--- config.mk ---
export PLATFORM = sky130hd
export DESIGN_NAME = booth_iter_counter_flat
export DESIGN_NICKNAME = d
export VERILOG_FILES = /design/src/rtl/booth_iter_counter_if.sv /design/src/rtl/booth_iter_counter.sv /design/src/flat_wrapper.sv
export SDC_FILE = /design/constraint.sdc
export NUM_CORES = 1
export LEC_CHECK = 0
export ABC_AREA = 1
export CORE_ASPECT_RATIO = 1.1
export CORE_MARGIN = 5
export CORE_UTILIZATION = 49
export CTS_CLUSTER_SIZE = 20
export DETAILED_ROUTE_END_ITERATION = 10
export PLACE_DENSITY = 0.77
export SLEW_MARGIN = 10
export SYNTH_ARGS = -nofsm -noshare
export SYNTH_HDL_FRONTEND = slang
export SYNTH_SLANG_ARGS = --single-unit
export TNS_END_PERCENT = 100
--- constraint.sdc ---
create_clock -name clk -period 1.7 [get_ports clk]
set_input_delay 0.17 -clock clk [delete_from_list [all_inputs] [get_ports clk]]
set_output_delay 0.17 -clock clk [all_outputs]
set_load 0.03 [all_outputs]
--- src/rtl/booth_iter_counter_if.sv ---
// Control/status bundle between the multiplier controller and the Booth iteration counter.
// The master drives the strobes and limit; the slave (counter) returns count and status.
interface booth_iter_counter_if #(
  parameter int unsigned WIDTH  = 3,
  parameter int unsigned PASS_W = 4
);
  logic              init;
  logic              cnt;
  logic              load_limit;
  logic [WIDTH-1:0]  limit_in;
  logic              mode_reload;
  logic [WIDTH-1:0]  count;
  logic              cnt_done;
  logic              done_pulse;
  logic [PASS_W-1:0] passes;
  logic              busy;

  modport master (
    output init, cnt, load_limit, limit_in, mode_reload,
    input  count, cnt_done, done_pulse, passes, busy
  );

  modport slave (
    input  init, cnt, load_limit, limit_in, mode_reload,
    output count, cnt_done, done_pulse, passes, busy
  );
endinterface

--- src/rtl/booth_iter_counter.sv ---
// Iteration counter sequencing the Booth datapath: counts cnt strobes up to a programmable limit,
// with one-shot or auto-reload behaviour and a saturating count of completed passes.
module booth_iter_counter #(
  parameter int unsigned WIDTH         = 3,
  parameter int unsigned DEFAULT_LIMIT = 4,
  parameter int unsigned PASS_W        = 4
) (
  input  logic                 clk,
  input  logic                 rst,
  booth_iter_counter_if.slave  bus
);

  typedef enum logic [1:0] {StIdle, StRun, StDone} state_e;

  state_e            state_q, state_d;
  logic [WIDTH-1:0]  count_q, count_d;
  logic [WIDTH-1:0]  limit_q, limit_d;
  logic              mode_q, mode_d;
  logic [PASS_W-1:0] passes_q, passes_d;
  logic              pulse_q, pulse_d;

  logic [WIDTH-1:0]  count_nxt;
  logic [PASS_W-1:0] passes_sat;

  assign count_nxt  = count_q + WIDTH'(1);
  assign passes_sat = (&passes_q) ? passes_q : passes_q + PASS_W'(1);

  always_comb begin
    state_d  = state_q;
    count_d  = count_q;
    limit_d  = limit_q;
    mode_d   = mode_q;
    passes_d = passes_q;
    pulse_d  = 1'b0;

    // Limit is frozen while running; a same-cycle init sees the freshly loaded value.
    if (bus.load_limit && (state_q != StRun)) begin
      limit_d = bus.limit_in;
    end

    if (bus.init) begin
      count_d  = '0;
      passes_d = '0;
      mode_d   = bus.mode_reload;
      if (limit_d == '0) begin
        state_d  = StDone;
        pulse_d  = 1'b1;
        passes_d = PASS_W'(1);
      end else begin
        state_d = StRun;
      end
    end else if (bus.cnt && (state_q == StRun)) begin
      if (count_nxt == limit_q) begin
        pulse_d  = 1'b1;
        passes_d = passes_sat;
        if (mode_q) begin
          count_d = '0;
        end else begin
          count_d = limit_q;
          state_d = StDone;
        end
      end else begin
        count_d = count_nxt;
      end
    end
  end

  always_ff @(posedge clk or posedge rst) begin
    if (rst) begin
      state_q  <= StIdle;
      count_q  <= '0;
      limit_q  <= WIDTH'(DEFAULT_LIMIT);
      mode_q   <= 1'b0;
      passes_q <= '0;
      pulse_q  <= 1'b0;
    end else begin
      state_q  <= state_d;
      count_q  <= count_d;
      limit_q  <= limit_d;
      mode_q   <= mode_d;
      passes_q <= passes_d;
      pulse_q  <= pulse_d;
    end
  end

  assign bus.count      = count_q;
  assign bus.passes     = passes_q;
  assign bus.done_pulse = pulse_q;
  assign bus.cnt_done   = (state_q == StDone);
  assign bus.busy       = (state_q == StRun);

endmodule

--- src/flat_wrapper.sv ---
// flat-port wrapper written by rule: the top's interface ports become plain ports
module booth_iter_counter_flat 
#(
  parameter int unsigned WIDTH         = 3,
  parameter int unsigned DEFAULT_LIMIT = 4,
  parameter int unsigned PASS_W        = 4
)
  (clk, rst, bus_init, bus_cnt, bus_load_limit, bus_limit_in, bus_mode_reload, bus_count, bus_cnt_done, bus_done_pulse, bus_passes, bus_busy);
  booth_iter_counter_if #(.WIDTH(WIDTH), .PASS_W(PASS_W)) bus_i ();
  input  logic clk;
  input  logic rst;
  input wire logic [$bits(bus_i.init)-1:0] bus_init;
  input wire logic [$bits(bus_i.cnt)-1:0] bus_cnt;
  input wire logic [$bits(bus_i.load_limit)-1:0] bus_load_limit;
  input wire logic [$bits(bus_i.limit_in)-1:0] bus_limit_in;
  input wire logic [$bits(bus_i.mode_reload)-1:0] bus_mode_reload;
  output wire logic [$bits(bus_i.count)-1:0] bus_count;
  output wire logic [$bits(bus_i.cnt_done)-1:0] bus_cnt_done;
  output wire logic [$bits(bus_i.done_pulse)-1:0] bus_done_pulse;
  output wire logic [$bits(bus_i.passes)-1:0] bus_passes;
  output wire logic [$bits(bus_i.busy)-1:0] bus_busy;
  assign bus_i.init = bus_init;
  assign bus_i.cnt = bus_cnt;
  assign bus_i.load_limit = bus_load_limit;
  assign bus_i.limit_in = bus_limit_in;
  assign bus_i.mode_reload = bus_mode_reload;
  assign bus_count = bus_i.count;
  assign bus_cnt_done = bus_i.cnt_done;
  assign bus_done_pulse = bus_i.done_pulse;
  assign bus_passes = bus_i.passes;
  assign bus_busy = bus_i.busy;
  booth_iter_counter #(.WIDTH(WIDTH), .DEFAULT_LIMIT(DEFAULT_LIMIT), .PASS_W(PASS_W)) u_core (.clk(clk), .rst(rst), .bus(bus_i));
endmodule
==> run metrics <==
status=finished clean; DP Area=1100 sq um; pre-CTS WS=145 ps; post-synth top area cell=dfrtp_1; num ports=19; WL per Instance=11.5 um; synth top area cells=dfrtp_1 (37%), nand2_1 (17%), nand2_2 (7.0%); cts repair resizes=1; clock latency on the worst-skew pair=270 ps; DP HPWL=1480 um; drt first pass iters=4; die area=2770 sq um; CP Data Arrival Time=1460 ps; cts hold-fix bufs=0; clock-pin transition on the worst setup and hold timing paths=90 ps; number of enable flip-flop cells after synthesis=0; port bufs=18; startpoint types=flop; setup TNS=0 ps; final worst path period share=95.9%; most frequent cell after synthesis=nand2_1; Critical Path Start=u_core.state_q[0]; cell total after placement=154; Pwr per Cell Area=1540 nW/um^2; Num CTS Buffers=3; Final min period=1630 ps; Finished Cell Area=1120 sq um; vias in the first global route=752; final net count=152; chip width=50.6 um; Final Hold Viols=0; GR Util All Layers=15.7%; clk sink count=14; via count=781; DRC viols=0; clk_skew=14.1 ps; Antenna Violating Nets Remaining=0; diode count=0; placer congestion estimate=0.821; worst slew pin tran=506 ps; Vert. Die Dim=54.7 um; Yosys top cell area share=36.6%; R2R setup slack=140 ps; largest net degree at the start of global routing=15; htree depth=1; P_leak=0.585 nW; register area share after synthesis=39.6%; Initial Utilization=50.4%; Max-slew headroom=66.2%; Hold/Removal Path Class=in2async; Reg2Reg Depth=10; commonest cells in the netlist=nand2_1 (41), dfrtp_1 (13), inv_1 (11), nand3_1 (11), nand2_2 (10); Crit. End Element=output pin; initial antenna violation count=0; Synthesized Nets=128; CTS Buffer Depth=2; Power Total=0.00173 W; WS Path Type=reg2out; Slew Viols, Final=0; Yosys Warn Count=0; clock root buffer=clkbuf_4; standard-cell rows=16; Cell variety after synth=21; non-filler cells in the finished layout=158; launch point of the worst reg-to-reg path=u_core.bus.count[0]; worst-path fanout max=3; Final Setup Violations=0; worst setup margin=69.5 ps; terminus of the critical flop-to-flop path=u_core.state_q[0]; fmax=613 MHz; wirelength, routed=1820 um; vias per inst=4.94; TritonCTS clock tree=done; ys async rst share=100%; first-pass GRT wire length=3270 um; synthesized cell area=888 sq um; peak supply drop=0.00109 V; post-synthesis area per instance=7.59 sq um; layout cells sized above 1=22.1%; number of synthesized register bits=14; synth-to-layout area growth=26.6%; Post-CTS Setup Repair Bufs=0; Critical Path RT=1530 ps; Critical Path End=bus_cnt_done; # Max-Cap Violations=0; core area=1760 sq um; gr ovfl total=0; drt first-iter violations=10; Post-Synthesis Cells=117; RSZ-0062 raised after global routing=no; ys flop type=dfrtp_1
## layer usage
layer	track usage (%)	share of wire [%]
met2	26.9	49
met5	0	0
met4	5.11	1.3
met3	3.27	3.7
met1	19.7	45
## cell families after synthesis
| group | Yosys count | share of synthesized area, % |
|---|---|---|
| fa+ha+maj | 2 | 2.82 |
| xor+xnor | 2 | 1.97 |
| buf+inv | 16 | 7.04 |
| compound gates | 4 | 2.68 |
| simple gates | 79 | 45.9 |
| flops | 14 | 39.6 |
## through the flow
stage               hold slack, ps  utilization [%]
global route                   253             63.8
CTS                            242             63.8
floorplan                     58.5                -
detailed placement             471             62.4
finish                         215             63.8
global placement               466             62.4
## flip-flops by register name (all words and copies together) (netlist names)
signal	flops
u_core.state_q	2
u_core.mode_q	1
u_core.limit_q	3
u_core.bus.done_pulse	1
u_core.bus.passes	4
u_core.bus.count	3
## worst max-delay path, cell delays in order, from the launching register on
cell and delay [ps]:
dfrtp_1 420, nor2_1 110, clkdlybuf4s50_1 670
## how the worst min path moves through the flow
stage | from | cells past startpoint | endpoint | slack (ps)
6_report | rst | 2 | u_core.mode_q | 210
3_3_place_gp | u_core.state_q[1] | 2 | u_core.state_q[1] | 470
2_1_floorplan | rst | 1 | u_core.bus.count[0] | 60
3_5_place_dp | u_core.state_q[1] | 2 | u_core.state_q[1] | 470
5_1_grt | rst | 2 | u_core.bus.passes[0] | 250
4_1_cts | rst | 2 | u_core.mode_q | 240
## layout by cell type, fill, tap and decap left out
| cell | netlist | final |
|---|---|---|
| buf_4 | 0 | 1 |
| inv_4 | 1 | 1 |
| xor2_1 | 2 | 2 |
| dlygate4sd2_1 | 0 | 1 |
| clkbuf_4 | 0 | 3 |
| a21oi_1 | 1 | 1 |
| nand2_1 | 41 | 41 |
| ha_1 | 2 | 2 |
| inv_2 | 4 | 4 |
| o21ai_2 | 1 | 1 |
| o21ai_0 | 2 | 2 |
| clkbuf_1 | 0 | 1 |
| dfrtp_2 | 0 | 1 |
| clkdlybuf4s50_1 | 0 | 17 |
| dfstp_2 | 1 | 1 |
| nand2_4 | 3 | 3 |
| nor2_1 | 5 | 5 |
| nand2_2 | 10 | 10 |
| or2_2 | 1 | 1 |
| nand3_1 | 11 | 11 |
| nor2_4 | 2 | 2 |
| inv_1 | 11 | 11 |
| dfrtp_1 | 13 | 12 |
| nand3_2 | 1 | 1 |
| nand4_1 | 3 | 3 |
| nor2_8 | 1 | 1 |
| nor2_2 | 1 | 1 |
## power breakdown
| part | switching [W] | internal (W) |
|---|---|---|
| Sequential | 0.000104 | 0.000444 |
| Combinational | 0.000634 | 0.000357 |
| Clock | 0.000104 | 0.0000906 |
## cell type report
cell class / instances / area (sq um)
fill: 147 / 637
multi-input combinational: 87 / 474
sequential: 14 / 353
timing repair buffer: 19 / 186
inverter: 16 / 62.6
clock buffer: 4 / 26.3
tap: 18 / 22.5
No activity file was read; power rests on OpenSTA's default activity.
